==> config.mk <==
export PLATFORM = sky130hd
export DESIGN_NAME = pin_sequencer
export DESIGN_NICKNAME = d
export VERILOG_FILES = /design/src/rtl/pin_sequencer.sv
export SDC_FILE = /design/constraint.sdc
export NUM_CORES = 1
export LEC_CHECK = 0
export ABC_AREA = 0
export CAP_MARGIN = 0
export CORE_ASPECT_RATIO = 2
export CORE_UTILIZATION = 40
export DETAILED_ROUTE_END_ITERATION = 6
export PLACE_DENSITY = 0.75
export RECOVER_POWER = 25
export SYNTH_ARGS = -nofsm -noshare
export SYNTH_HDL_FRONTEND = slang
export SYNTH_SLANG_ARGS = --single-unit
==> constraint.sdc <==
create_clock -name clk -period 3.75 [get_ports clk]
set_input_delay 0.9375 -clock clk [delete_from_list [all_inputs] [get_ports clk]]
set_output_delay 0.9375 -clock clk [all_outputs]
set_load 0.02 [all_outputs]
==> src/rtl/pin_sequencer.sv <==
// Bus master that turns host commands into per-pin register-write bursts, sample reads and global writes.
// Optional PIN_SEQ_AUTO_ARM_EN appends a global-start write (addr 0, data 1) to every OUTPUT burst.
module pin_sequencer #(
    parameter int          NUM_PINS   = 16,
    parameter int          PIN_STRIDE = 8,
    parameter int          READ_LAT   = 2,
    parameter logic [20:0] PARK_ADDR  = 21'h1FFFFF
) (
    input  logic        clk,
    input  logic        reset,
    input  logic        cmd_valid,
    output logic        cmd_ready,
    input  logic [1:0]  cmd_op,
    input  logic [7:0]  cmd_pin,
    input  logic [15:0] cmd_a,
    input  logic [15:0] cmd_b,
    input  logic [15:0] cmd_c,
    input  logic        cmd_inf,
    output logic [20:0] bus_addr,
    output logic [15:0] bus_wdata,
    input  logic [15:0] bus_rdata,
    output logic        rsp_valid,
    input  logic        rsp_ready,
    output logic [15:0] rsp_data,
    output logic        rsp_err,
    output logic        busy
);

    typedef enum logic [2:0] {S_IDLE, S_WRITE, S_PARK, S_RD_WAIT, S_RSP} state_t;

    localparam logic [1:0] OP_OUTPUT  = 2'd0;
    localparam logic [1:0] OP_CAPTURE = 2'd1;
    localparam logic [1:0] OP_READ    = 2'd2;
    localparam logic [1:0] OP_GLOBAL  = 2'd3;
    localparam logic [2:0] LAT_INIT   = 3'(READ_LAT - 1);
`ifdef PIN_SEQ_AUTO_ARM_EN
    localparam logic [2:0] OUT_LAST   = 3'd5;
`else
    localparam logic [2:0] OUT_LAST   = 3'd4;
`endif

    if (NUM_PINS * PIN_STRIDE >= int'(PARK_ADDR)) begin : g_bad_map
        $error("pin_sequencer: pin address map reaches PARK_ADDR");
    end
    if (READ_LAT < 1 || READ_LAT > 7) begin : g_bad_lat
        $error("pin_sequencer: READ_LAT must be 1..7");
    end

    state_t      state_q, state_d;
    logic [2:0]  step_q, step_d;
    logic [2:0]  lat_q, lat_d;
    logic [1:0]  op_q, op_d;
    logic [7:0]  pin_q, pin_d;
    logic [15:0] a_q, a_d, b_q, b_d, c_q, c_d;
    logic        inf_q, inf_d;
    logic [15:0] rsp_data_q, rsp_data_d;
    logic        rsp_err_q, rsp_err_d;

    logic [20:0] base;
    logic [20:0] wr_addr;
    logic [15:0] wr_data;
    logic [2:0]  last_step;
    logic        pin_ok;

    assign base   = 21'(pin_q) * 21'(PIN_STRIDE);
    assign pin_ok = int'(cmd_pin) < NUM_PINS;

    // Burst table: register address and data for the current step of the latched op.
    always_comb begin
        wr_addr   = 21'd0;
        wr_data   = a_q;
        last_step = 3'd0;
        case (op_q)
            OP_OUTPUT: begin
                last_step = OUT_LAST;
                case (step_q)
                    3'd0:    begin wr_addr = base + 21'd1; wr_data = a_q;            end
                    3'd1:    begin wr_addr = base + 21'd2; wr_data = b_q;            end
                    3'd2:    begin wr_addr = base + 21'd3; wr_data = c_q;            end
                    3'd3:    begin wr_addr = base + 21'd4; wr_data = {15'd0, inf_q}; end
                    3'd4:    begin wr_addr = base + 21'd5; wr_data = 16'd4;          end
                    default: begin wr_addr = 21'd0;        wr_data = 16'd1;          end
                endcase
            end
            OP_CAPTURE: begin
                last_step = 3'd1;
                if (step_q == 3'd0) begin
                    wr_addr = base + 21'd6;
                    wr_data = a_q;
                end else begin
                    wr_addr = base + 21'd5;
                    wr_data = 16'd3;
                end
            end
            default: ;
        endcase
    end

    // NOTE: every signal driven here gets a default first so no path can infer a latch.
    always_comb begin
        state_d    = state_q;
        step_d     = step_q;
        lat_d      = lat_q;
        op_d       = op_q;
        pin_d      = pin_q;
        a_d        = a_q;
        b_d        = b_q;
        c_d        = c_q;
        inf_d      = inf_q;
        rsp_data_d = rsp_data_q;
        rsp_err_d  = rsp_err_q;
        cmd_ready  = 1'b0;
        busy       = 1'b1;
        rsp_valid  = 1'b0;
        bus_addr   = PARK_ADDR;
        bus_wdata  = 16'd0;
        case (state_q)
            S_IDLE: begin
                cmd_ready = 1'b1;
                busy      = 1'b0;
                if (cmd_valid) begin
                    op_d   = cmd_op;
                    pin_d  = cmd_pin;
                    a_d    = cmd_a;
                    b_d    = cmd_b;
                    c_d    = cmd_c;
                    inf_d  = cmd_inf;
                    step_d = 3'd0;
                    lat_d  = LAT_INIT;
                    if (cmd_op != OP_GLOBAL && !pin_ok) begin
                        rsp_data_d = 16'd0;
                        rsp_err_d  = 1'b1;
                        state_d    = S_RSP;
                    end else if (cmd_op == OP_READ) begin
                        rsp_err_d = 1'b0;
                        state_d   = S_RD_WAIT;
                    end else begin
                        state_d = S_WRITE;
                    end
                end
            end
            S_WRITE: begin
                bus_addr  = wr_addr;
                bus_wdata = wr_data;
                step_d    = step_q + 3'd1;
                if (step_q == last_step) state_d = S_PARK;
            end
            S_PARK: begin
                state_d = (op_q == OP_READ) ? S_RSP : S_IDLE;
            end
            S_RD_WAIT: begin
                bus_addr = base + 21'd7;
                if (lat_q == 3'd0) begin
                    rsp_data_d = bus_rdata;
                    state_d    = S_PARK;
                end else begin
                    lat_d = lat_q - 3'd1;
                end
            end
            S_RSP: begin
                rsp_valid = 1'b1;
                if (rsp_ready) state_d = S_IDLE;
            end
            default: state_d = S_IDLE;
        endcase
    end

    assign rsp_data = rsp_data_q;
    assign rsp_err  = rsp_err_q;

    // NOTE: sequential state uses non-blocking assignments only; reset is synchronous.
    always_ff @(posedge clk) begin
        if (reset) begin
            state_q    <= S_IDLE;
            step_q     <= 3'd0;
            lat_q      <= 3'd0;
            op_q       <= 2'd0;
            pin_q      <= 8'd0;
            a_q        <= 16'd0;
            b_q        <= 16'd0;
            c_q        <= 16'd0;
            inf_q      <= 1'b0;
            rsp_data_q <= 16'd0;
            rsp_err_q  <= 1'b0;
        end else begin
            state_q    <= state_d;
            step_q     <= step_d;
            lat_q      <= lat_d;
            op_q       <= op_d;
            pin_q      <= pin_d;
            a_q        <= a_d;
            b_q        <= b_d;
            c_q        <= c_d;
            inf_q      <= inf_d;
            rsp_data_q <= rsp_data_d;
            rsp_err_q  <= rsp_err_d;
        end
    end

endmodule

==> metrics.yaml <==
grt:
  grt_use_total: 0.2357
  globalRouteOverflowTotal: 0
  grt_pass1_vias: 3913
  antenna_found_initial: 0
  grt_start_max_net_pins: 86
  grt_first_pass_wirelength_mm: 18.78
run_status:
  status: "finished with violations"
  failed_checks: "capacitance limit, slew limit"
timing:
  finalSetupTns_ns: 0
  max_freq_mhz: 276.4
  final_hold_viol_count: 0
  post-route-min-period_ns: 3.618
  whs_ns: 0.4552
  slew_headroom: -0.03344
  setup_repair_after_global_routing_missed_its_margin: "no"
  final-max-slew-violation-count: 38
  tightest_pin_transition_ns: 1.550
  setup_violations: 0
  skew_ns: 0.005201
  final.period_utilization: 0.9647
setup_path:
  crit_family: "buffers and inverters"
  critical-path-slowest-cell: "clkdlybuf4s50_1"
  crit_path_cell_trace: "inv_1 > ha_2 > nor2_1 > o21ai_1 > o21ai_1 > buf_4 > nor2_1 > clkdlybuf4s50_1"
  critPathKind: "reg2out"
  timing.critical_path.arrival_ns: 2.68
  timing.critical_path.required_ns: 2.81
  crit_path_start_kind: "register"
  rrSetupSlack_ns: 1.12
  critical_path_peak_fanout: 18
  r2r_cells: 5
  critical_path.startpoint: "step_q[0]$_SDFFE_PP0P_"
  critPathMaxStageDelay_ns: 0.63
  setup.worst_path.end_class: "output pin"
  reg2reg_start: "state_q[1]$_SDFFE_PP0P_"
  critical_path.reg2reg.endpoint: "b_q[4]$_SDFFE_PP0P_"
  sum_of_buffers_and_inverters_on_the_critical_path: 3
detailed_routing:
  antenna_violating_nets_post_route: 0
  viasPerCell: 5.270
  drt-initial-drc-count: 298
  vias: 4047
  total_length_of_routed_met2_wires_mm: 6.717
  detail_route.drc_violations: 0
  detailedRoute.firstPassIterationCount: 6
  met3_wirelength_um: 397
  drt-met1-wl_mm: 4.299
  top_signal_layer_used: "met4"
  wirelength_mm: 11.89
  wire_per_inst_um: 15.48
synthesis:
  asyncSetResetFlopFracSynth: 0
  synthDominantAreaCellType: "dfxtp_1"
  ys_dominant_reg_cell: "dfxtp_1"
  yosys.area.top_type_share: 0.4222
  yosysUniqueCellTypes: 49
  synthCells: 525
  syn-num-nets: 611
  ys_top_cells_by_area: "dfxtp_1 42%, nand2_1 12%, a21oi_1 10%, nand3_1 4.3%, a22o_1 2.8%"
  synth-seq-cells: 85
  avgSynthCellArea_um2: 7.676
  synth_seq_area_share: 0.4222
  synthesis.area_mm2: 0.004030
  number_of_flops_mapped_to_enable_cells_by_yosys: 0
  yosys_warnings: 0
floorplanning:
  dieArea_mm2: 0.01050
  chipWidth_um: 72.98
  die_y_um: 144.0
  floorplan.initialDensity: 0.4128
  rows: 51
  top_level_ports: 136
  floorplan.core_area_mm2: 0.009763
finish:
  nFillCells: 886
  drive_above_1_share: 0.06132
  antennaDiodeCount: 0
  mostFrequentLayoutCells: "126 x nand2_1, 115 x clkdlybuf4s50_1, 85 x a21oi_1, 85 x dfxtp_1, 35 x nand3_1"
  final_common_cell: "nand2_1"
  area_overhead_vs_synth_pct: 40.39
  nets: 717
run:
  maxCapViolations: 1
min_path:
  worst_hold_startpoint: "b_q[15]$_SDFFE_PP0P_"
  whs_endpoint: "b_q[15]$_SDFFE_PP0P_"
  min_delay_path_depth: 2
  timing.hold.worst.class: "reg2reg"
power:
  power_leakage_nw: 2.062
  power_density_mw_per_mm2: 468.1
  vdd_ir_drop_max_uv: 294.7
clock_tree:
  cts.reportedPaths.clkPinSlew_ns: 0.06
  clkSinkCount: 85
  clkLatencyLatePin_ns: 0.34
  cts_htree_levels: 3
  cts_made_buffers: 9
  root_buffer: "clkbuf_16"
  cts_tree: "yes"
  ctsLongestPathBuffers: 2
placed_design:
  buffer_ports.inserted: 135
  hpwl_mm: 8.465
  place_congestion: 0.8459
layout make-up:
cell class              count  area [um^2]  area share
multi-input cells         369         1956      0.3456
flip-flops and latches     85         1702      0.3008
repair buffers            147         1441      0.2548
clock buffers               9        225.2     0.03981
well taps                 132        165.2     0.02919
clock inverters             7        97.59     0.01725
inverters                  19        71.32     0.01261
layer usage:
metal | track usage | vias up
li1 | - | 1989
met1 | 0.2528 | 1909
met2 | 0.4279 | 121
met3 | 0.04067 | 28
met4 | 0.1249 | 0
met5 | 0 | -
state kept, by name (all words and copies together), names as in the netlist, 2 cells and up:
| name | count |
|---|---|
| state_q | 3 |
| a_q | 16 |
| step_q | 3 |
| op_q | 2 |
| pin_q | 8 |
| b_q | 16 |
| lat_q | 3 |
| rsp_data | 16 |
| c_q | 16 |
synth_stat cells, drive strengths merged, types with 2 or more instances:
library cell  count
nand2           128
a21oi            85
dfxtp            85
nand3            36
buf              35
nor2             24
inv              19
clkbuf           17
o21ai            15
a22oi            14
a22o             13
ha                7
nor3              6
nand2b            5
a211oi            3
a31oi             3
a222oi            2
nand4             2
nor2b             2
nor3b             2
o211ai            2
what timing repair did:
item,in CTS,in global routing
resized for setup,1,1
gates cloned,0,0
buffers inserted,0,0
setup endpoints to repair,23,2
hold buffers,0,0
kinds of logic (layout without fill, tap and decap cells):
group,count (synthesis),in the layout,share of synthesized area
muxes,2,2,0.005278
buffers and inverters,71,182,0.09717
and+or+nand+nor,215,215,0.2378
DFF,85,85,0.4222
AOI/OAI and AO/OA,144,144,0.2136
adders and majority gates,7,7,0.02173
xor gates and xnor gates,1,1,0.002174
tightest hold or removal path, delay by kind of cell (launching register included):
kind / cells / cell delay (ns)
DFF: 1 / 0.31
AOI/OAI and AO/OA: 1 / 0.05
and+or+nand+nor: 1 / 0.05
worst max path at each step:
stage | endpoint | cells after the start | slack (ns)
after global routing | bus_wdata[2] | 8 | 0.01
final | bus_wdata[1] | 8 | 0.13
after detailed placement | bus_wdata[1] | 8 | 0.29
after floorplan | bus_addr[10] | 7 | 1.08
after CTS | bus_wdata[4] | 7 | 0.15
after global placement | bus_wdata[1] | 8 | 0.34
per-stage QoR:
step	utilization	area, um^2	std cells	power [W]	worst slack [ns]
6_report	0.5795	5658	768	0.002648	0.1323
3_5_place_dp	0.5475	5345	752	0.001709	0.2861
5_1_grt	0.5795	5658	768	0.002774	0.01043
3_3_place_gp	0.5475	5345	752	0.001697	0.3432
4_1_cts	0.5808	5670	768	0.002665	0.1484
2_1_floorplan	-	4030	525	0.001463	1.077
power by group:
group | internal (W) | total (W) | switching (W)
clock network | 0.000587 | 0.000961 | 0.000374
logic | 0.000286 | 0.000656 | 0.000369
registers | 0.000975 | 0.00103 | 0.0000567
total | 0.00185 | 0.00265 | 0.000800
Power figures use the tool's default switching activity.
